`config.mk`:
```
export PLATFORM = sky130hd
export DESIGN_NAME = apb_reg_slave
export DESIGN_NICKNAME = d
export VERILOG_FILES = /design/src/rtl/apb_reg_pkg.sv /design/src/rtl/apb_reg_fsm.sv /design/src/rtl/apb_reg_slave.sv
export SDC_FILE = /design/constraint.sdc
export NUM_CORES = 1
export LEC_CHECK = 0
export ABC_AREA = 1
export CORE_ASPECT_RATIO = 0.5
export CORE_UTILIZATION = 40
export DETAILED_ROUTE_END_ITERATION = 8
export GPL_ROUTABILITY_DRIVEN = 0
export PLACE_DENSITY = 0.67
export SYNTH_ARGS = -nofsm -noshare
export SYNTH_HDL_FRONTEND = slang
export SYNTH_SLANG_ARGS = --single-unit
```
`constraint.sdc`:
```
create_clock -name PCLK -period 4.3 [get_ports PCLK]
set_input_delay 0.645 -clock PCLK [delete_from_list [all_inputs] [get_ports PCLK]]
set_output_delay 0.645 -clock PCLK [all_outputs]
set_load 0.01 [all_outputs]
```
`src/rtl/apb_reg_pkg.sv`:
```
// Shared definitions for the APB register slave: register offsets,
// reset values, FSM state encoding and decode helpers.
package apb_reg_pkg;

    localparam logic [7:0] CTRL_OFF     = 8'h00;
    localparam logic [7:0] DATA_OFF     = 8'h04;
    localparam logic [7:0] STATUS_OFF   = 8'h08;
    localparam logic [7:0] INT_STAT_OFF = 8'h0C;
    localparam logic [7:0] INT_EN_OFF   = 8'h10;
    localparam logic [7:0] ID_OFF       = 8'h14;

    localparam logic [31:0] CTRL_RST     = 32'h0;
    localparam logic [31:0] DATA_RST     = 32'h0;
    localparam logic [15:0] STATUS_RST   = 16'h0;
    localparam logic [7:0]  INT_STAT_RST = 8'h0;
    localparam logic [7:0]  INT_EN_RST   = 8'h0;

    localparam int IRQ_EN_BIT = 1;

    typedef enum logic {
        IDLE   = 1'b0,
        ACCESS = 1'b1
    } apb_state_e;

    function automatic logic is_ro(input logic [7:0] off);
        return (off == STATUS_OFF) || (off == ID_OFF);
    endfunction

    function automatic logic is_mapped(input logic [7:0] off);
        return (off == CTRL_OFF) || (off == DATA_OFF) || (off == STATUS_OFF) ||
               (off == INT_STAT_OFF) || (off == INT_EN_OFF) || (off == ID_OFF);
    endfunction

endpackage

```
`src/rtl/apb_reg_fsm.sv`:
```
// APB3 handshake sequencer: tracks setup/access phases and counts down
// the access-phase wait states before raising PREADY.
//
//   state  | meaning
//   IDLE   | no transfer in flight; waiting for a setup phase
//   ACCESS | access phase; wait counter runs down to terminal count 0
module apb_reg_fsm
    import apb_reg_pkg::*;
#(
    parameter int unsigned WAIT_STATES = 0
) (
    input  logic PCLK,
    input  logic PRESET,
    input  logic psel,
    input  logic penable,
    input  logic pwrite,
    output logic pready,
    output logic complete,
    output logic write_strobe
);

    apb_state_e state_q, state_d;
    logic [3:0] cnt_q, cnt_d;

    always_ff @(posedge PCLK) begin
        if (PRESET) begin
            state_q <= IDLE;
            cnt_q   <= 4'd0;
        end else begin
            state_q <= state_d;
            cnt_q   <= cnt_d;
        end
    end

    always_comb begin
        state_d = state_q;
        cnt_d   = cnt_q;
        unique case (state_q)
            IDLE: begin
                if (psel && !penable) begin
                    state_d = ACCESS;
                    cnt_d   = 4'(WAIT_STATES);
                end
            end
            ACCESS: begin
                // A dropped strobe abandons the transfer without touching the counter.
                if (!psel || !penable) begin
                    state_d = IDLE;
                end else if (cnt_q != 4'd0) begin
                    cnt_d = cnt_q - 4'd1;
                end else begin
                    state_d = IDLE;
                end
            end
            default: state_d = IDLE;
        endcase
    end

    always_comb begin
        pready       = (state_q == ACCESS) && (cnt_q == 4'd0);
        complete     = pready && psel && penable;
        write_strobe = complete && pwrite;
    end

endmodule

```
`src/rtl/apb_reg_slave.sv`:
```
// APB3 register slave: address decode, register file with W1C interrupt
// status, write counter and registered interrupt output.
module apb_reg_slave
    import apb_reg_pkg::*;
#(
    parameter int unsigned WAIT_STATES = 0,
    parameter logic [31:0] BASE_ADDR   = 32'h0000_0000,
    parameter logic [31:0] ID_VALUE    = 32'hA5B0_0001
) (
    input  logic        PCLK,
    input  logic        PRESET,
    input  logic        PSEL,
    input  logic        PENABLE,
    input  logic        PWRITE,
    input  logic [31:0] PADDR,
    input  logic [31:0] PWDATA,
    output logic [31:0] PRDATA,
    output logic        PREADY,
    output logic        PSLVERR,
    input  logic [7:0]  hw_event,
    output logic [31:0] ctrl_o,
    output logic        irq_o
);

    logic        pready;
    logic        complete;
    logic        write_strobe;
    logic [7:0]  offset;
    logic        error;
    logic        wr_en;
    logic [7:0]  w1c_mask;
    logic [31:0] rdata;

    logic [31:0] ctrl_q, ctrl_d;
    logic [31:0] data_q, data_d;
    logic [15:0] status_q, status_d;
    logic [7:0]  int_stat_q, int_stat_d;
    logic [7:0]  int_en_q, int_en_d;
    logic        irq_q, irq_d;

    apb_reg_fsm #(.WAIT_STATES(WAIT_STATES)) u_fsm (
        .PCLK         (PCLK),
        .PRESET       (PRESET),
        .psel         (PSEL),
        .penable      (PENABLE),
        .pwrite       (PWRITE),
        .pready       (pready),
        .complete     (complete),
        .write_strobe (write_strobe)
    );

    always_comb begin
        offset = PADDR[7:0];
        error  = (PADDR[31:8] != BASE_ADDR[31:8]) || (PADDR[1:0] != 2'b00) ||
                 !is_mapped(offset) || (PWRITE && is_ro(offset));
        wr_en  = write_strobe && !error;
    end

    always_comb begin
        ctrl_d   = ctrl_q;
        data_d   = data_q;
        status_d = status_q;
        int_en_d = int_en_q;
        w1c_mask = 8'h00;
        if (wr_en) begin
            status_d = status_q + 16'd1;
            case (offset)
                CTRL_OFF:     ctrl_d   = PWDATA;
                DATA_OFF:     data_d   = PWDATA;
                INT_STAT_OFF: w1c_mask = PWDATA[7:0];
                INT_EN_OFF:   int_en_d = PWDATA[7:0];
                default:      ;
            endcase
        end
        // Hardware events are OR'd in after the clear so a coincident set wins.
        int_stat_d = (int_stat_q & ~w1c_mask) | hw_event;
        irq_d      = ctrl_q[IRQ_EN_BIT] & (|(int_stat_q & int_en_q));
    end

    always_ff @(posedge PCLK) begin
        if (PRESET) begin
            ctrl_q     <= CTRL_RST;
            data_q     <= DATA_RST;
            status_q   <= STATUS_RST;
            int_stat_q <= INT_STAT_RST;
            int_en_q   <= INT_EN_RST;
            irq_q      <= 1'b0;
        end else begin
            ctrl_q     <= ctrl_d;
            data_q     <= data_d;
            status_q   <= status_d;
            int_stat_q <= int_stat_d;
            int_en_q   <= int_en_d;
            irq_q      <= irq_d;
        end
    end

    always_comb begin
        case (offset)
            CTRL_OFF:     rdata = ctrl_q;
            DATA_OFF:     rdata = data_q;
            STATUS_OFF:   rdata = {16'h0, status_q};
            INT_STAT_OFF: rdata = {24'h0, int_stat_q};
            INT_EN_OFF:   rdata = {24'h0, int_en_q};
            ID_OFF:       rdata = ID_VALUE;
            default:      rdata = 32'h0;
        endcase
        PREADY  = pready;
        PRDATA  = (pready && !PWRITE && !error) ? rdata : 32'h0;
        PSLVERR = pready && error;
        ctrl_o  = ctrl_q;
        irq_o   = irq_q;
    end

endmodule

```
* After elaboration in Yosys (flattened, before gate mapping)
Index checks and enable logic that the tools add are counted.
** Storage, ports and cells
- Flip-flop bits (word level) :: 102
- Input port bits :: 77
- Output and inout port bits :: 67
- Logic and storage cells :: 71
** Cells by class
- $add $sub $neg :: 2
- Eq/ne operators :: 8
- Multiplexer cells :: 12
- Bitwise operators :: 6
- Reduce and logical (&&, ||, !) cells :: 35
** Operators with widths (number)
- $pmux W32 S6 :: 1
- $mux W32 :: 1
- $reduce_bool A24 Y1 :: 1
- $add A16 B1 Y16 const B :: 1
- $and A8 B8 Y8 :: 2
- $eq A8 B4 Y1 const B :: 2
- $eq A8 B5 Y1 const B :: 2
- $mux W8 :: 2
- $mux W4 :: 3
- $logic_and A1 B1 Y1 :: 10
- $logic_or A1 B1 Y1 :: 10
- $eq A8 B3 Y1 const B :: 1
- $logic_not A8 Y1 :: 1
- $not A8 Y8 :: 1
- $or A8 B8 Y8 :: 1
- $pmux W4 S2 :: 1
- $reduce_or A8 Y1 :: 1
- $reduce_and A2 Y1 :: 3
- $logic_not A1 Y1 :: 5
- $logic_not A4 Y1 :: 1
- $ne A2 B2 Y1 const B :: 2
- $reduce_bool A4 Y1 :: 1
- $sub A4 B1 Y4 const B :: 1
- $mux W1 :: 3
- 6 further kinds :: 6

* Longest topological paths before layout
Gate-level depths: netlist (run 1).
- Depth in word-level cells :: 15
- Depth in mapped cells :: 13
- Gate-level depth less buffers :: 12

* By module
Synthesis (run 1) repeated with hierarchy kept, for this count alone.
** Second synthesis, totals
- Cells, all modules :: 915
- Area, all modules :: 5685.5 um^2
** Modules (own cells, without submodules)
- apb_reg_slave :: instances 1, cells an instance 865, area an instance 5336.4 um^2, seq. area each 1941.9 um^2
- apb_reg_fsm :: instances 1, cells an instance 50, area an instance 349.1 um^2, seq. area each 100.1 um^2

* Worst setup path after synthesis (run 1)
Ideal clock, no wire load.
- Kind :: input to output
- Start point :: input port PADDR[5]
- End point :: output port PRDATA[6]
- Arrival :: 1.963 ns
- Required time :: 3.655 ns
- Setup slack :: 1.692 ns
- Cell stages on the path :: 9
- Buffers on the path :: 1
- Cells stage by stage :: nor2_1 > nand2_4 > nor2_8 > nor2_1 > nand3_4 > and2_4 > nand3_4 > buf_2 > nor2_1
** On the way
- Word-level cells in the longest chain between the ends :: 12
- Elaborated cells between the ends (all ways) :: 20
- Those cells by class :: eq/ne (5); mux (2); reduce/logical (13)
** Ends and longest elaborated chain
- from (decl) :: RTL line apb_reg_slave.sv:15 : input logic [31:0] PADDR,
- $eq A8 B3 Y1 / $logic_not A8 Y1 (equally long branches) :: RTL line apb_reg_pkg.sv:30, apb_reg_slave.sv:99
- $logic_or A1 B1 Y1 (3 in series) :: RTL line apb_reg_pkg.sv:30 : return (off == CTRL_OFF) || (off == DATA_OFF) || (off == STATUS_OFF) ||
- $logic_or A1 B1 Y1 (2 in series) :: RTL line apb_reg_pkg.sv:31 : (off == INT_STAT_OFF) || (off == INT_EN_OFF) || (off == ID_OFF);
- $logic_not A1 Y1 :: RTL line apb_reg_slave.sv:55 : !is_mapped(offset) || (PWRITE && is_ro(offset));
- $logic_or A1 B1 Y1 :: RTL line apb_reg_slave.sv:54 : error = (PADDR[31:8] != BASE_ADDR[31:8]) || (PADDR[1:0] != 2'b00) ||
- $logic_or A1 B1 Y1 :: RTL line apb_reg_slave.sv:55
- $logic_not A1 Y1 :: RTL line apb_reg_slave.sv:109 : PRDATA = (pready && !PWRITE && !error) ? rdata : 32'h0;
- $logic_and A1 B1 Y1 :: RTL line apb_reg_slave.sv:109
- $mux W32 (*) :: RTL line apb_reg_slave.sv:109
- to (decl) :: RTL line apb_reg_slave.sv:17 : output logic [31:0] PRDATA,
Mark *: on every way between the ends. The rest lies on a longest branch, timed or not.

* Worst setup path in the final report (run 1)
- Start point :: input port PADDR[2]
- End point :: output port PRDATA[17]
Same word-level chain as after synthesis.

==> results of run 1 <==
## flip-flops by register name, indices dropped and copies added (netlist names)
register       cells
ctrl_o            32
u_fsm.state_q      1
int_stat_q         8
irq_o              1
int_en_q           8
status_q          16
u_fsm.cnt_q        4
data_q            32
## through the flow
stage / util, % / instance area, um^2 / std cells / hold WS (ps) / total power, uW
after floorplan: - / 5640 / 895 / 440 / 1030
after global placement: 52.3 / 7140 / 1197 / 449 / 1120
after detailed placement: 52.3 / 7140 / 1197 / 462 / 1120
after CTS: 54.4 / 7430 / 1213 / 472 / 1920
after global routing: 54.4 / 7430 / 1213 / 489 / 1980
final: 54.4 / 7430 / 1213 / 468 / 1910
## logic make-up (layout without fill, tap and decap cells)
group                    count (synthesis)  after routing  synth area share [%]
buffers and inverters                  172            298                  12.9
XOR/XNOR                                10             10                  1.55
AO/OA/AOI/OAI                           88             88                  9.31
AND/OR/NAND/NOR                        521            521                  39.6
flip-flops                             102            102                  36.2
adder cells (fa/ha/maj)                  2              2                 0.443
## layout make-up
class                   count  area (um^2)
inverters                 131          494
clock buffers              10          229
fillers                  1341         6230
repair buffers            151         1490
multi-input cells         621         2870
flip-flops and latches    102         2040
well taps                 192          240
clock inverters             6         65.1
## metal layers
| metal | GRT usage (%) | routed length, um |
|---|---|---|
| met3 | 4.85 | 1060 |
| met5 | 0 | 0 |
| met4 | 4.91 | 133 |
| met2 | 33.8 | 7030 |
| met1 | 31.1 | 7790 |
## cell usage in the layout, fill, tap and decap left out, types with 2 or more instances in the layout
| master | synthesis | routed |
|---|---|---|
| clkdlybuf4s50_1 | 0 | 143 |
| ha_1 | 2 | 2 |
| nor2_1 | 215 | 215 |
| clkinv_4 | 0 | 2 |
| inv_2 | 3 | 3 |
| buf_4 | 3 | 8 |
| nand4_4 | 3 | 3 |
| nor2_4 | 5 | 5 |
| a211oi_1 | 4 | 4 |
| nand3_4 | 2 | 2 |
| inv_8 | 0 | 2 |
| xor2_1 | 10 | 10 |
| o22ai_1 | 23 | 23 |
| dfxtp_1 | 102 | 102 |
| inv_1 | 127 | 127 |
| nor3_1 | 12 | 12 |
| nand3_1 | 8 | 8 |
| nor2_2 | 3 | 3 |
| a21oi_1 | 45 | 45 |
| nand2_1 | 236 | 236 |
| o221ai_1 | 2 | 2 |
| a221oi_1 | 9 | 9 |
| nand4_1 | 26 | 26 |
| o21ai_0 | 3 | 3 |
| clkbuf_16 | 0 | 9 |
| nand2_2 | 3 | 3 |
## critical path: stages
cell and delay, ps:
clkdlybuf4s50_1 530, inv_2 70, nor2_2 90, nand2_2 110, nor2_8 280, nor2_1 120
nand3_4 100, and2_4 160, nand3_4 290, a21oi_1 250, clkdlybuf4s50_1 570
## worst max-delay path by stage
stage	start	end	slack [ps]	cells after the start
detailed placement	PADDR[5]	PRDATA[17]	400	10
floorplan	PADDR[5]	PRDATA[6]	1690	9
finish	PADDR[2]	PRDATA[17]	430	11
global route	PADDR[2]	PRDATA[25]	200	11
CTS	PADDR[2]	PRDATA[17]	400	11
global placement	PADDR[5]	PRDATA[18]	490	10
## report_power, final
group	switching (uW)	internal, uW	total (uW)
logic	65.7	77.2	143
registers	5.25	951	956
clock network	400	411	811
total	471	1440	1910
==> results_dict.tcl, run 1 <==
set metrics [dict create \
    run_status "completed" \
    synth_largest_type_area_fraction_pct 36.2 \
    cp.required_ps 3650 \
    cts_resized 0 \
    netlist-cell-type-count 37 \
    gr-usage-all-layers_pct 21.9 \
    hold_end "int_stat_q[0]$_SDFF_PP0_" \
    antenna_cells 0 \
    grt_setup_unrepaired "false" \
    drt.antenna.violating_nets 0 \
    setup.worst_path.start_class "input pin" \
    die_width_um 170 \
    synthArstFlopShare_pct 0 \
    layout-area-overhead-vs-synth_pct 31.8 \
    worstReg2RegEnd "ctrl_o[16]$_SDFFE_PP0P_" \
    worst_pin_slew_ps 918 \
    finalWorstPathRequiredPeriod_ps 3870 \
    largest_net_degree_at_the_start_of_global_routing 65 \
    setup_viol 0 \
    synth_nets 974 \
    hold-path-cell-count 2 \
    nNetsFinal 1095 \
    p_per_area_mw_per_mm2 257 \
    drt_iter0_markers 464 \
    cts-buffers-inserted 9 \
    cts_buffer_depth 2 \
    drt-wirelength-per-cell_um 13.2 \
    ff2ff_path_depth 7 \
    vertical_die_dimension_um 86.0 \
    worst-path-max-fanout 32 \
    root_buffer "clkbuf_16" \
    port-buffer-count 143 \
    leakagePower_uw 0.00331 \
    setup_tns_ps 0 \
    floorplan.initialDensity_pct 41.3 \
    min-delay-start "int_stat_q[0]$_SDFF_PP0_" \
    die_area_mm2 0.0146 \
    drtPass1Iterations 5 \
    cts_num_sinks 102 \
    cts_tree "yes" \
    place_hpwl_mm 11.3 \
    globalRouteOverflowTotal 0 \
    synth_enable_flop_cells 0 \
    critical_path_class "input pin to output port" \
    post-route-period-util_pct 90.0 \
    cp.arrival_ps 3230 \
    vias 5777 \
    vdd_ir_drop_max_mv 0.209 \
    ys_warn_count 0 \
    cts.htree.levels 3 \
    max_slew_headroom_pct 38.7 \
    fp.coreArea_mm2 0.0137 \
    maxCapViolations 0 \
    synth_top_flop_cell "dfxtp_1" \
    postCtsHoldBufs 0 \
    final_max_slew_viol_count 0 \
    post_synth.cell_area_avg_um2 6.30 \
    timing.reg2reg.setup_slack_ps 1890 \
    worst_clock_skew_ps 11.1 \
    achievable-frequency_mhz 258 \
    synthesis.area_mm2 0.00564 \
    seq_area_frac_synth_pct 36.2 \
    num_rows 30 \
    pin_count 144 \
    timing.critical_path.to_type "output port" \
    grt_pass1_wl_mm 25.5 \
    clk_transition_reported_paths_ps 70 \
    insertion_delay_ps 350 \
    drt-total-wl_mm 16.0 \
    postCtsSetupBuffers 0 \
    antenna_found_initial 0 \
    synthDominantAreaCellType "dfxtp_1" \
    ys_ff_latch 102 \
    cell_count_after_synthesis 895 \
    layout-drive-gt1-share_pct 4.80 \
    drc 0 \
    detail_route.vias_per_cell 4.76 \
    synthTopCellsByCount "236 x nand2_1, 215 x nor2_1, 127 x inv_1, 102 x dfxtp_1, 45 x a21oi_1" \
    hold_viol_final 0 \
    yosysMostFrequentCell "nand2_1" \
    regToRegStartpoint "u_fsm.cnt_q[0]$_SDFFE_PP0P_" \
    fin_ws_ps 428 \
    post_placement_worst_setup_slack_ps 401 \
    min-delay-path-class "flop to flop" \
    synth.area.top_cells "dfxtp_1 36%, nand2_1 16%, nor2_1 14%" \
    grt_pass1_vias 5043 \
]
No activity file was read; power rests on OpenSTA's default activity.
==> run 2: changes to the inputs <==
ABC_CLOCK_PERIOD_IN_PS = 4300   (was default)
TNS_END_PERCENT = 30   (was default)
==> results of run 2 <==
No change in the layout: final DEF, timing and power equal those of run 1.
==> run 3: changes to the inputs <==
CAP_MARGIN = 10   (was default)
==> results of run 3 <==
No change in the layout: final DEF, timing and power equal those of run 1.
==> RTL edit, RTL diff (settings of run 3) <==
Make the reset (`PRESET`) asynchronous in 2 clocked blocks.
--- a/src/rtl/apb_reg_fsm.sv
+++ b/src/rtl/apb_reg_fsm.sv
@@ -24,3 +24,3 @@
 
-    always_ff @(posedge PCLK) begin
+    always_ff @(posedge PCLK or posedge PRESET) begin
         if (PRESET) begin
--- a/src/rtl/apb_reg_slave.sv
+++ b/src/rtl/apb_reg_slave.sv
@@ -79,3 +79,3 @@
 
-    always_ff @(posedge PCLK) begin
+    always_ff @(posedge PCLK or posedge PRESET) begin
         if (PRESET) begin
Formal check against the unedited RTL: differs if PRESET is asserted again (counterexample within 4 cycles, from zero or initial values and one cycle with PRESET high); with PRESET held inactive, the same outputs for 4 cycles.
==> RTL edit against run 3 <==
- first-iteration DRC count is 12% lower
- sequential power is 2% higher
- worst setup slack worse by 0.13 ns
- design area is 2.6% higher
- sequential share of layout area is 6.0 points higher
- routed wire length is 7.3% higher
- sequential cell count stayed put
- largest cell class unchanged
- synthesized area is 2.1% higher
- total power is 4.5% higher
- combinational power is 31% higher
- maximum frequency is 3.3% lower
- count of clock-buffer cells in the layout stayed put
==> RTL edit: results (changes against run 3) <==
Status: complete, no violations
Worst Skew: 0.00735 ns (-0.00377 ns)
CP max FO: 13 (-59%)
Final WL: 17.2 mm (+7.3%)
FILL cells: 1334 (-0.52%)
Post-Synth Adder-Cell Area: 0.434% (-0.0092 points)
Asr flop ratio synth: 100% (+100 points)
Place WS: 0.330 ns (-0.0709 ns)
Synth-to-layout area growth: 32.4%
Hold path startpoint: data_q[0]$_DFFE_PP0P_
Syn nets: 847 (-13%)
Nets@finish: 971 (-11%)
Post_cts resized: 0 (unchanged)
Synth Area in Compound Gates: 6.19% (-3.1 points)
Hold Path Sink: data_q[0]$_DFFE_PP0P_
Pin count of the biggest net entering global routing: 91 (+40%)
Critical path's slowest cell: clkdlybuf4s50_1
Worst hold slack: 0.483 ns (+0.0154 ns)
Clk pwr share: 41.9% (-0.6 points)
CP Data Arrival Time: 3.36 ns (+0.13 ns)
Layout cells sized above 1: 6.35% (+1.6 points)
Vias in the first global route: 5566 (+10%)
P_sw: 0.000480 W (+2.0%)
Static Leak: 3.59 nW (+8.4%)
Top delay family on crit path: simple AND/OR/NAND/NOR gates
Flop-to-flop setup slack: 1.83 ns (-0.06 ns)
First-pass GRT wire length: 28.4 mm (+11%)
Post-synthesis xor/xnor area fraction: 2.28% (+0.73 points)
Dpl cell area: 7330 um^2 (+2.6%)
Sequential area share after synthesis: 44.3% (+8.1 points)
FF-to-FF End: ctrl_o[13]$_DFFE_PP0P_
Critical path endpoint: PRDATA[24]
CTS Buffer Depth: 2 (unchanged)
Most frequent cells after synthesis: nand2_1, dfrtp_1, nor2_1
Path depth of the worst reg2reg path: 9 (+2)
Drt initial violations: 409 (-12%)
Vias per cell: 5.31 (+11%)
Fin crit share: 93.1% (+3.0 points)
Total track usage: 24.4% (+2.5 points)
Via count: 5782 (+0.087%)
Initial antenna violation count: 0 (unchanged)
Peak VDD IR: 0.169 mV (-19%)
Syn avg cell area: 7.50 um^2 (+19%)
Cts bufs inserted: 9 (unchanged)
Max incr delay on CP: 0.55 ns (-0.02 ns)
RR Startpoint: u_fsm.cnt_q[0]$_DFFE_PP0P_
Detailed Routing Iterations Pass 1: 5 (unchanged)
Largest cells by area after synthesis: dfrtp_1, nand2_1, nand4_1, nor2_1, inv_1
N_diodes: 0 (unchanged)
Worst Tran Pin Value: 0.948 ns (+0.0304 ns)
Sequential Power Share: 48.7% (-1.4 points)
Ys Warns: 0 (unchanged)
Critical Path Start: PADDR[7]
Post-DP HPWL: 11.6 mm (+3.0%)
Switching part of the total power: 24.1% (-0.59 points)
Placed Cells: 1073 (-10%)
Cell variety after synth: 32 (-14%)
-- RTL edit: changes by cell type after synthesis, moves of 7 or more --
cell	run 3	this run
a22o_1	0	12
o22ai_1	23	5
inv_1	127	66
nand4_1	26	84
dfxtp_1	102	0
buf_2	12	27
nand3_1	8	28
nor2_1	215	91
a21oi_1	45	3
clkbuf_1	18	10
a221oi_1	9	16
dfrtp_1	0	102
nand2_1	236	248
-- RTL edit: metal layers --
layer | vias up | track usage (%) | share of wire (%)
met4 | 0 | 5.11 | 1.1
met1 | 2806 | 35.1 | 48
met2 | 185 | 38.1 | 45
li1 | 2777 | - | -
met5 | - | 0 | 0
met3 | 14 | 4.86 | 5.6
-- RTL edit: cell type report --
cell class | instances | share of cell area, %
repair buffers | 161 | 20.5
multi-input cells | 547 | 35.4
flip-flops and latches | 102 | 33.5
clock buffers | 10 | 3.00
well taps | 192 | 3.15
clock inverters | 6 | 0.918
inverters | 71 | 3.53
